`config.mk`:
```
export PLATFORM = sky130hd
export DESIGN_NAME = oled_refresh
export DESIGN_NICKNAME = d
export VERILOG_FILES = /design/src/rtl/oled_refresh.sv
export SDC_FILE = /design/constraint.sdc
export NUM_CORES = 1
export LEC_CHECK = 0
export CAP_MARGIN = 20
export CELL_PAD_IN_SITES_DETAIL_PLACEMENT = 1
export CELL_PAD_IN_SITES_GLOBAL_PLACEMENT = 1
export CORE_ASPECT_RATIO = 1.4
export CORE_MARGIN = 2
export CORE_UTILIZATION = 42
export CTS_BUF_LIST = sky130_fd_sc_hd__clkbuf_16
export CTS_CLUSTER_SIZE = 20
export DETAILED_ROUTE_END_ITERATION = 12
export GPL_TIMING_DRIVEN = 0
export MAX_ROUTING_LAYER = met4
export PLACE_DENSITY_LB_ADDON = 0.08
export SLEW_MARGIN = 5
export SYNTH_ARGS = -nofsm -noshare
export SYNTH_HDL_FRONTEND = slang
export SYNTH_SLANG_ARGS = --single-unit
```
`constraint.sdc`:
```
create_clock -name clk -period 2.9 [get_ports clk]
set_input_delay 0.87 -clock clk [delete_from_list [all_inputs] [get_ports clk]]
set_output_delay 0.87 -clock clk [all_outputs]
set_load 0.005 [all_outputs]
```
`src/rtl/oled_refresh.sv`:
```
// Purpose: OLED panel refresh sequencer (HW reset, init, then page/column streaming of framebuffer bytes).
// Latency: commands are driven in the same cycle dspi_ready is seen, and the cycle after each one is always a NOP.
// Backpressure: dspi_ready=0 stalls the issuing state. WAIT_DATA waits on d_data_ready with no timeout.
module oled_refresh #(
    parameter int COLUMNS   = 128,
    parameter int PAGES     = 8,
    parameter int FRAME_GAP = 1000
) (
    input  logic       clk,
    input  logic       rst,
    input  logic       dspi_ready,
    output logic [2:0] dspi_cmd,
    output logic [7:0] dspi_byte,
    output logic       d_read,
    input  logic [7:0] d_data,
    input  logic       d_data_ready,
    output logic       frame_done
);

    localparam int CW       = (COLUMNS > 1) ? $clog2(COLUMNS) : 1;
    localparam int PW       = (PAGES > 1) ? $clog2(PAGES) : 1;
    localparam int GW       = (FRAME_GAP > 1) ? $clog2(FRAME_GAP) : 1;
    localparam int GAP_LAST = (FRAME_GAP > 0) ? FRAME_GAP - 1 : 0;

    localparam logic [CW-1:0] COL_LAST  = CW'(COLUMNS - 1);
    localparam logic [PW-1:0] PAGE_LAST = PW'(PAGES - 1);
    localparam logic [GW-1:0] GAP_END   = GW'(GAP_LAST);

    localparam logic [2:0] CMD_NOP   = 3'd0;
    localparam logic [2:0] CMD_HWRST = 3'd1;
    localparam logic [2:0] CMD_BYTE  = 3'd2;
    localparam logic [2:0] CMD_DATA  = 3'd3;

    typedef enum logic [2:0] {
        RST_DISP,
        INIT,
        PAGE_SET,
        FETCH,
        WAIT_DATA,
        SEND,
        GAP
    } state_t;

    state_t          r_state, w_state;
    logic [1:0]      r_idx, w_idx;
    logic [CW-1:0]   r_col, w_col;
    logic [PW-1:0]   r_page, w_page;
    logic [GW-1:0]   r_gap, w_gap;
    logic [7:0]      r_data, w_data;
    logic            r_cool;

    logic            w_can;
    logic [2:0]      w_cmd;
    logic [7:0]      w_byte;
    logic            w_read;
    logic            w_done;

    // Hold off for one cycle after any issue, because the engine only drops ready a cycle after it accepts.
    assign w_can = dspi_ready & ~r_cool & ~rst;

    always_comb begin
        w_state = r_state;
        w_idx   = r_idx;
        w_col   = r_col;
        w_page  = r_page;
        w_gap   = r_gap;
        w_data  = r_data;
        w_cmd   = CMD_NOP;
        w_byte  = 8'h00;
        w_read  = 1'b0;
        w_done  = 1'b0;

        case (r_state)
            RST_DISP: begin
                if (w_can) begin
                    w_cmd   = CMD_HWRST;
                    w_idx   = 2'd0;
                    w_state = INIT;
                end
            end
            INIT: begin
                if (w_can) begin
                    w_cmd = CMD_BYTE;
                    case (r_idx)
                        2'd0:    w_byte = 8'hAE;
                        2'd1:    w_byte = 8'h8D;
                        2'd2:    w_byte = 8'h14;
                        default: w_byte = 8'hAF;
                    endcase
                    if (r_idx == 2'd3) begin
                        w_idx   = 2'd0;
                        w_page  = '0;
                        w_state = PAGE_SET;
                    end else begin
                        w_idx = r_idx + 2'd1;
                    end
                end
            end
            PAGE_SET: begin
                if (w_can) begin
                    w_cmd = CMD_BYTE;
                    case (r_idx)
                        2'd0:    w_byte = {5'b10110, 3'(r_page)};
                        2'd1:    w_byte = 8'h00;
                        default: w_byte = 8'h10;
                    endcase
                    if (r_idx == 2'd2) begin
                        w_idx   = 2'd0;
                        w_col   = '0;
                        w_state = FETCH;
                    end else begin
                        w_idx = r_idx + 2'd1;
                    end
                end
            end
            FETCH: begin
                w_read  = ~rst;
                w_state = WAIT_DATA;
            end
            WAIT_DATA: begin
                if (d_data_ready) begin
                    w_data  = d_data;
                    w_state = SEND;
                end
            end
            SEND: begin
                if (w_can) begin
                    w_cmd  = CMD_DATA;
                    w_byte = r_data;
                    if (r_col != COL_LAST) begin
                        w_col   = r_col + CW'(1);
                        w_state = FETCH;
                    end else if (r_page != PAGE_LAST) begin
                        w_page  = r_page + PW'(1);
                        w_state = PAGE_SET;
                    end else begin
                        w_done  = 1'b1;
                        w_page  = '0;
                        w_col   = '0;
                        w_gap   = '0;
                        w_state = (FRAME_GAP == 0) ? PAGE_SET : GAP;
                    end
                end
            end
            GAP: begin
                if (r_gap == GAP_END) begin
                    w_gap   = '0;
                    w_state = PAGE_SET;
                end else begin
                    w_gap = r_gap + GW'(1);
                end
            end
            default: w_state = RST_DISP;
        endcase
    end

    assign dspi_cmd   = w_cmd;
    assign dspi_byte  = w_byte;
    assign d_read     = w_read;
    assign frame_done = w_done;

    always_ff @(posedge clk) begin
        if (rst) begin
            r_state <= RST_DISP;
            r_idx   <= '0;
            r_col   <= '0;
            r_page  <= '0;
            r_gap   <= '0;
            r_data  <= '0;
            r_cool  <= 1'b0;
        end else begin
            r_state <= w_state;
            r_idx   <= w_idx;
            r_col   <= w_col;
            r_page  <= w_page;
            r_gap   <= w_gap;
            r_data  <= w_data;
            r_cool  <= (w_cmd != CMD_NOP);
        end
    end

endmodule

```
==> metrics.csv, run 1 <==
stage,metric,value,unit
synthesis,biggest area consumer among synthesized cells,dfxtp_1,
place,Post-DP Area,0.00246,mm^2
layout,fillers,570,
place,Inst Count DP,337,
clocking,clk sinks,34,
sta,endpoints failing hold,0,
worst_setup_path,Worst Setup Path Type,primary input to output port,
clocking,CTS tree,built,
drt,post-route ant nets,0,
synthesis,Cells after Synth,250,
floorplan,Starting Density,44.2,%
sta,final worst-path setup slack,-163,ps
worst_setup_path,Worst Setup End Kind,output port,
synthesis,"Seq/Total Area, Yosys",31.6,%
layout,fin area,0.00283,mm^2
floorplan,row count,30,
sta,"Slew Viols, Final",0,
sta,period utilization,106,%
power,Tot Pwr,1760,uW
layout,antenna fix cells,0,
clocking,Clock Path Buffers,2,
grt,global-route wire length before repair,10.9,mm
clocking,Clock Pin Slew Worst Setup and Hold Paths,60,ps
synthesis,YS warnings,0,
synthesis,Yosys reg bits,34,
power,PD cells,623,mW/mm^2
synthesis,Post-Syn Area,0.00215,mm^2
power,switch share,30.8,%
sta,RSZ-0062 raised after global routing,true,
drt,DRC,0,
synthesis,Synth Net Count,272,
outcome,failing checks,setup timing,
layout,synth-to-layout area growth,31.2,%
synthesis,"Top FF cell, synth",dfxtp_1,
power,Clock power frac,39.4,%
clocking,Num CTS Buffers,5,
worst_setup_path,Worst setup startpoint,rst,
worst_setup_path,r2r startpoint,r_cool$_SDFF_PP0_,
sta,WHS,491,ps
place,routability congestion estimate,0.847,
power,Worst VDD drop,377,uV
sta,setup violators final,6,
power,Pint,1220,uW
worst_hold_path,HP Start,r_col[6]$_SDFFE_PP0P_,
grt,total track usage,25.0,%
layout,share of cells above drive strength 1,24.5,%
sta,min Tclk post-route,3060,ps
power,leakage power,0.00116,uW
synthesis,"EDFF count, synth",0,
layout,Final Net Count,315,
power,Sw Pwr,542,uW
layout,Final Non-Filler Cells,358,
power,combinational power share,30.6,%
worst_setup_path,CP required,2030,ps
worst_setup_path,CP arrival,2190,ps
drt,wire per inst,18.1,um
synthesis,share of flip-flops with an asynchronous set or reset,0,%
clocking,Root Buffer,clkbuf_16,
drt,DR iter-0 viols,56,
grt,antenna violations before repair,0,
drt,Pre-antenna DRT Iters,4,
clocking,clk_lat worst skew,280,ps
worst_setup_path,CP Max Fanout,4,
place,post-detail-place hpwl,4.54,mm
synthesis,top cell type's share of synthesized area,31.6,%
drt,via-per-instance ratio,5.88,
sta,fmax,0.327,GHz
grt,vias in the first global route,2204,
synthesis,post-synthesis cell type count,67,
grt,largest net degree at the start of global routing,20,
synthesis,syn avg cell area,8.62,um^2
drt,total routed wirelength,6.48,mm
run,max-cap violations,0,
floorplan,die footprint,0.00573,mm^2
sta,clk_skew,7.79,ps
grt,GRT overflow,0,
power,sequential power share,30.1,%
synthesis,synth top area cells,"dfxtp_1, ha_1, mux2i_1",
floorplan,core area,0.00488,mm^2
worst_hold_path,Hold Crit Class,flip-flop to flip-flop,
clocking,H-tree depth,2,
drt,Vias,2106,
floorplan,IO Pins,25,
outcome,status,"finished, violations left",
floorplan,Die Wd,64.5,um
place,IO Port Bufs,23,
floorplan,Die Span Y,88.7,um
worst_setup_path,startpoint types,primary input,
==> registers in the layout, indices dropped and copies added (netlist names) <==
register,count
r_gap,10
r_data,8
r_col,7
r_page,3
r_state,3
r_idx,2
r_cool,1
==> synthesized netlist by cell type, types with 2 or more instances <==
master    count
and3b_1       3
nor3_1        4
nand4_1       2
nor2_1       28
a22oi_1       2
nor2b_1       9
buf_2        11
ha_1         10
and4b_1       3
nand3b_1      2
a211o_1       2
nand2b_1      2
o21ai_0       9
dfxtp_1      34
nor4_1        2
xnor2_1       2
nor3b_1       2
and4_1        2
and3_1        8
a211oi_1      2
nand2_1      18
a31oi_1       2
nand3_1       6
clkbuf_1      2
a211oi_2      2
o21ai_1       6
mux2i_1      12
inv_1         4
nor4b_2       2
a21oi_1      10
a22o_1        6
a221o_1       6
==> logic make-up (layout without fill, tap and decap cells) <==
| family | Yosys count | count (layout) | share of synthesized area [%] |
|---|---|---|---|
| muxes | 13 | 13 | 6.10 |
| AOI/OAI and AO/OA | 61 | 61 | 20.6 |
| DFF | 34 | 34 | 31.6 |
| buffers and inverters | 19 | 63 | 4.12 |
| adders and majority gates | 10 | 10 | 5.81 |
| and+or+nand+nor | 109 | 109 | 30.4 |
| other | 1 | 1 | 0.174 |
| xor gates and xnor gates | 3 | 3 | 1.22 |
==> layout make-up <==
cell class	instances	area [um^2]	share of cell area, %
well taps	64	80.1	2.83
multi-input cells	197	1440	50.9
plain buffers	12	80.1	2.83
inverters	4	15.0	0.531
flip-flops and latches	34	684	24.2
repair buffers	39	340	12.0
clock buffers	5	125	4.43
clock inverters	3	63.8	2.26
==> per-layer routing <==
| metal | part of all wire, % | wire (um) | vias up | global-route usage, % |
|---|---|---|---|---|
| met5 | 0 | 0 | - | - |
| met4 | 1.7 | 112 | 0 | 7.35 |
| met3 | 2.7 | 172 | 10 | 4.33 |
| met2 | 54 | 3490 | 34 | 46.7 |
| met1 | 42 | 2710 | 1048 | 27.0 |
| li1 | - | - | 1014 | - |
==> power groups by stage <==
stage / Combinational [uW] / Sequential (uW) / Clock [uW]
after floorplan: 340 / 527 / 0
after global placement: 466 / 536 / 0
after detailed placement: 473 / 537 / 0
after CTS: 512 / 528 / 700
after global routing: 588 / 533 / 717
final: 538 / 529 / 693
==> repair_timing <==
action	in CTS	in global routing
hold buffers	0	0
pin swaps	8	7
gates resized for setup	72	13
setup endpoints to repair	12	11
buffers inserted	12	5
gates cloned	0	0
==> final timing paths <==
path | end | slack [ps] | depth (start not counted)
setup / recovery | dspi_byte[1] | -160 | 7
hold / removal | r_col[6]$_SDFFE_PP0P_ | 490 | 2
setup reg to reg | r_col[3]$_SDFFE_PP0P_ | 900 | 7
hold reg to reg | r_col[6]$_SDFFE_PP0P_ | 490 | 2
==> stage by stage <==
stage / setup slack [ps] / setup TNS (ps) / util (%)
floorplan: 65.3 / 0 / -
global placement: -1090 / -10740 / 50.5
detailed placement: -1090 / -10930 / 50.5
CTS: -265 / -1250 / 56.7
global route: -219 / -1120 / 57.9
finish: -163 / -815 / 57.9
==> worst max-delay path, cell delays in order <==
cell	delay, ps
buf_8	100
or3b_4	390
or3_4	420
nor2_4	120
buf_6	100
a221o_1	90
buf_2	100
==> layout by cell type, fill, tap and decap left out, drive strengths merged, types with 3 or more instances in the layout <==
master          n
ha             10
nand3           6
nor2b           9
nor3b           3
nor2           29
and3            8
mux2i          12
and3b           3
and4b           3
clkdlybuf4s50  10
clkbuf          8
a21oi          10
nand2          18
buf            36
o21ai          15
a22o            6
a211oi          4
nor4            3
nor3            5
a221o           6
inv             4
dfxtp          34
(Power assumes the default switching activity.)
==> run 2: changes to the inputs <==
- ABC_AREA: unset -> 1
- CORE_MARGIN: 2 -> unset
- CORE_UTILIZATION: 42 -> 40
==> run 2 against run 1 <==
Effect of this change:
- the flow now finishes without violations
- die area decreased by 1.0%
- synthesized area is 0.35% lower
- combinational power rose by 10%
- critical path type unchanged
- critical endpoint is now dspi_byte[0]
- largest power group unchanged
- highest routed layer unchanged
==> metrics.csv, run 2 <==
stage,metric,value,unit
grt,global-route wire length before repair,10.0,mm
synthesis,"EDFF count, synth",0,
sta,setup TNS,0,ps
synthesis,Synth Net Count,338,
synthesis,top cell type's share of synthesized area,31.7,%
layout,antenna fix cells,0,
worst_hold_path,HP Start,r_data[3]$_SDFFE_PP0P_,
layout,fin area,0.00271,mm^2
layout,synth-to-layout area growth,26.0,%
sta,setup violators final,0,
synthesis,syn avg cell area,6.79,um^2
sta,Rel. slew slack,66.0,%
floorplan,Die Span Y,88.7,um
synthesis,Post-Syn Area,0.00215,mm^2
drt,DR iter-0 viols,92,
floorplan,Starting Density,41.6,%
power,PD cells,640,mW/mm^2
power,leakage power,0.00109,uW
clocking,clk sinks,34,
sta,period utilization,96.1,%
synthesis,synth top area cells,"dfxtp_1, nand2_1, a21oi_1",
floorplan,Die Wd,63.9,um
layout,Top reg by flops,r_gap,
grt,GRT overflow,0,
drt,wire per inst,14.3,um
synthesis,most frequent cell after synthesis,nand2_1,
worst_setup_path,CP required,2030,ps
sta,RSZ-0062 raised after global routing,false,
worst_setup_path,Worst setup startpoint,dspi_ready,
synthesis,biggest area consumer among synthesized cells,dfxtp_1,
clocking,Clock Pin Slew Worst Setup and Hold Paths,60,ps
layout,Final Net Count,377,
synthesis,Cells after Synth,316,
synthesis,YS warnings,0,
layout,largest registers,"r_gap x10, r_data x8, r_col x7",
place,post-detail-place hpwl,4.25,mm
drt,Vias,2199,
place,IO Port Bufs,23,
grt,vias in the first global route,2227,
synthesis,most common library cells after synthesis,"nand2_1, inv_1, dfxtp_1, nor2_1, a21oi_1",
clocking,Root Buffer,clkbuf_16,
worst_setup_path,CP Max Fanout,5,
worst_setup_path,Worst Setup End Kind,output port,
grt,antenna violations before repair,0,
clocking,Num CTS Buffers,5,
sta,Worst-Margin Slew,510,ps
synthesis,share of flip-flops with an asynchronous set or reset,0,%
floorplan,core area,0.00516,mm^2
sta,"Slew Viols, Final",0,
floorplan,row count,31,
sta,fmax,0.359,GHz
drt,Pre-antenna DRT Iters,4,
clocking,clk_lat worst skew,270,ps
place,Post-DP Area,0.00246,mm^2
clocking,H-tree depth,2,
layout,"most common cell after layout, fill and taps aside",nand2_1,
synthesis,"Top FF cell, synth",dfxtp_1,
worst_setup_path,CP arrival,1920,ps
sta,min Tclk post-route,2790,ps
grt,total track usage,23.5,%
synthesis,Yosys reg bits,34,
sta,endpoints failing hold,0,
sta,clk_skew,4.21,ps
layout,share of cells above drive strength 1,17.2,%
drt,post-route ant nets,0,
layout,most frequent cells in the layout,"nand2_1, inv_1, dfxtp_1, nor2_1, a21oi_1",
worst_hold_path,Hold Crit Class,flip-flop to flip-flop,
worst_setup_path,startpoint types,primary input,
power,Worst VDD drop,271,uV
place,Inst Count DP,405,
drt,DRC,0,
layout,max reg flops,10,
synthesis,post-synthesis cell type count,35,
run,max-cap violations,0,
worst_setup_path,r2r startpoint,r_col[0]$_SDFFE_PP0P_,
drt,total routed wirelength,6.01,mm
clocking,post-cts hold buffer count,0,
place,routability congestion estimate,0.812,
drt,via-per-instance ratio,5.22,
synthesis,"Seq/Total Area, Yosys",31.7,%
floorplan,IO Pins,25,
layout,Final Non-Filler Cells,421,
worst_setup_path,Worst Setup Path Type,primary input to output port,
clocking,CTS tree,built,
grt,largest net degree at the start of global routing,11,
outcome,status,finished clean,
floorplan,die footprint,0.00567,mm^2
clocking,Clock Path Buffers,2,
==> run 2: per-layer routing <==
layer	GRT usage (%)	wire (um)	part of all wire, %
met2	45.0	3310	55
met1	24.0	2490	41
met5	-	0	0
met4	7.85	80	1.3
met3	3.74	131	2.2
==> run 2: path summary, 6_finish.rpt <==
check,to,slack (ps),cells past startpoint
hold reg to reg,r_data[3]$_SDFFE_PP0P_,450,2
setup reg to reg,r_gap[0]$_SDFFE_PP0P_,1150,8
hold / removal,r_data[3]$_SDFFE_PP0P_,450,2
setup / recovery,dspi_byte[0],110,7
==> run 2: through the flow <==
step                      total power, uW  setup WS [ps]  hold slack, ps  utilization (%)
after floorplan                       961            478             429                -
after CTS                            1740          -15.4             455             52.5
after global routing                 1850           42.0             481             52.4
after detailed placement             1120           -801             446             47.7
after global placement               1110           -794             438             47.7
final                                1730            113             455             52.4
==> run 2: cells by family after synthesis <==
logic type,count (synthesis),share of synthesized area (%)
AOI/OAI and AO/OA,57,15.0
xor gates and xnor gates,3,1.22
buffers and inverters,53,10.9
DFF,34,31.7
other,1,0.175
and+or+nand+nor,158,35.2
adders and majority gates,10,5.83
==> run 2: power by group <==
part	switching, uW	internal, uW
registers	29.1	514
clock network	198	397
logic	384	209
total	610	1120
==> run 2: layout make-up <==
| cell class | count | area [um^2] |
|---|---|---|
| inverters | 45 | 176 |
| plain buffers | 8 | 63.8 |
| multi-input cells | 229 | 1290 |
| fillers | 693 | 2450 |
| repair buffers | 32 | 256 |
| clock inverters | 2 | 33.8 |
| well taps | 66 | 82.6 |
| flip-flops and latches | 34 | 681 |
| clock buffers | 5 | 125 |
==> run 2: repair_timing <==
| action | in CTS | in global routing |
|---|---|---|
| gates resized for setup | 45 | 4 |
| buffers inserted | 9 | 0 |
| pin swaps | 4 | 4 |
| endpoints found under the setup margin | 12 | 9 |
| cloned | 0 | 0 |
==> run 2: worst max-delay path, cell delays in order <==
cell and delay [ps]:
clkbuf_2 110, nand2_1 90, nor2_4 140, buf_6 130, nand3_4 110, o221ai_2 200
dlygate4sd2_1 260
==> run 3: changes to the inputs <==
- MAX_ROUTING_LAYER: met4 -> unset
==> run 3 against run 2 <==
Effect of this change:
- core utilization unchanged
- flip-flop and latch count stayed put
- combinational power about the same
- cell area unchanged
- sequential power about the same
- worst hold slack about the same
==> metrics.csv, run 3 (synthesis gave the netlist of run 2 again) <==
stage,metric,value,unit
drt,DRC,0,
worst_setup_path,CP Max Fanout,5,
clocking,H-tree depth,2,
power,leakage power,0.00109,uW
sta,setup violators final,0,
sta,final worst-path setup slack,113,ps
layout,antenna fix cells,0,
worst_setup_path,buffer and inverter count on the worst path,3,
floorplan,die footprint,0.00567,mm^2
grt,GRT overflow,0,
place,IO Port Bufs,23,
power,PD cells,640,mW/mm^2
clocking,Clock Path Buffers,2,
run,max-cap violations,0,
grt,largest net degree at the start of global routing,11,
place,DP Worst Slack,-801,ps
drt,DR iter-0 viols,93,
floorplan,row count,31,
floorplan,Die Wd,63.9,um
layout,Final Non-Filler Cells,421,
grt,antenna violations before repair,0,
drt,Pre-antenna DRT Iters,4,
drt,wire per inst,14.3,um
floorplan,IO Pins,25,
clocking,Clock Pin Slew Worst Setup and Hold Paths,60,ps
sta,WHS,455,ps
grt,total track usage,22.8,%
sta,RSZ-0062 raised after global routing,false,
layout,Final Net Count,377,
sta,period utilization,96.1,%
floorplan,Die Span Y,88.7,um
floorplan,Starting Density,41.6,%
worst_setup_path,startpoint types,primary input,
worst_setup_path,CP required,2030,ps
drt,post-route ant nets,0,
layout,most frequent cells in the layout,"nand2_1, inv_1, dfxtp_1, nor2_1, a21oi_1",
place,routability congestion estimate,0.800,
drt,total routed wirelength,6.01,mm
sta,"Slew Viols, Final",0,
clocking,clk_lat worst skew,270,ps
layout,share of cells above drive strength 1,17.2,%
worst_hold_path,Hold Crit Class,flip-flop to flip-flop,
sta,endpoints failing hold,0,
grt,vias in the first global route,2223,
power,Worst VDD drop,270,uV
clocking,post-cts hold buffer count,0,
sta,min Tclk post-route,2790,ps
layout,synth-to-layout area growth,26.0,%
worst_setup_path,CP max stage delay,260,ps
layout,fillers,693,
clocking,Root Buffer,clkbuf_16,
layout,largest registers,"r_gap x10, r_data x8, r_col x7",
worst_setup_path,"CP delay by family, top",buffers and inverters,
drt,Vias,2192,
place,post-detail-place hpwl,4.25,mm
layout,Top reg by flops,r_gap,
place,Inst Count DP,405,
grt,global-route wire length before repair,10.0,mm
layout,max reg flops,10,
sta,Worst-Margin Slew,512,ps
floorplan,core area,0.00516,mm^2
clocking,clk sinks,34,
sta,fmax,0.359,GHz
sta,clk_skew,4.16,ps
clocking,Num CTS Buffers,5,
worst_setup_path,Worst Setup End Kind,output port,
clocking,CTS tree,built,
worst_setup_path,crit path cell chain,clkbuf_2 > nand2_1 > nor2_4 > buf_6 > nand3_4 > o221ai_2 > dlygate4sd2_1,
worst_setup_path,Worst Setup Path Type,primary input to output port,
sta,Rel. slew slack,65.9,%
layout,Util after Layout,52.4,%
layout,"most common cell after layout, fill and taps aside",nand2_1,
worst_setup_path,Crit-path slowest cell,dlygate4sd2_1,
drt,via-per-instance ratio,5.21,
outcome,status,finished clean,
worst_setup_path,CP arrival,1920,ps
## run 3: cell counts in the layout (fill, tap and decap cells not counted)
Identical to the previous run, type by type.
## run 3: timing repair
item                                    in CTS  in global routing
endpoints found under the setup margin      12                  9
resized for setup                           45                  4
setup buffers                                9                  0
pin swaps                                    4                  4
## run 3: area by class of cell
type	instances	area [um^2]	area share, %
well taps	66	82.6	3.05
multi-input cells	229	1290	47.5
plain buffers	8	63.8	2.36
clock buffers	5	125	4.63
inverters	45	176	6.52
repair buffers	32	256	9.48
flip-flops and latches	34	681	25.2
clock inverters	2	33.8	1.25
## run 3: metal layers
| layer | part of all wire [%] | routed length (um) | track usage [%] | up-vias |
|---|---|---|---|---|
| li1 | - | - | - | 1115 |
| met1 | 41 | 2490 | 24.0 | 1041 |
| met2 | 55 | 3300 | 45.0 | 28 |
| met3 | 2.4 | 146 | 3.74 | 8 |
| met4 | 1.3 | 80 | 7.85 | 0 |
| met5 | 0 | 0 | 0 | - |
## run 3: where the power goes
part           internal (uW)  switching (uW)  total [uW]
clock                    397             198         595
combinational            209             383         592
sequential               514            29.1         544
## run 3: final timing paths
path	depth (start not counted)	startpoint	slack, ps	endpoint
min reg2reg	2	r_data[3]$_SDFFE_PP0P_	460	r_data[3]$_SDFFE_PP0P_
min	2	r_data[3]$_SDFFE_PP0P_	460	r_data[3]$_SDFFE_PP0P_
max	7	dspi_ready	110	dspi_byte[0]
max reg2reg	8	r_col[0]$_SDFFE_PP0P_	1150	r_gap[0]$_SDFFE_PP0P_
## run 3: tightest hold or removal path, cell delays in order (launching register included)
cell	delay, ps
dfxtp_1	300
inv_1	60
a21oi_1	50
## run 3: metrics by stage
step	TNS (ps)	instance area, um^2	total power (uW)
3_5_place_dp	-7190	2460	1120
3_3_place_gp	-7220	2460	1110
2_1_floorplan	0	2150	961
6_report	0	2710	1730
4_1_cts	-15.4	2710	1740
5_1_grt	0	2710	1850
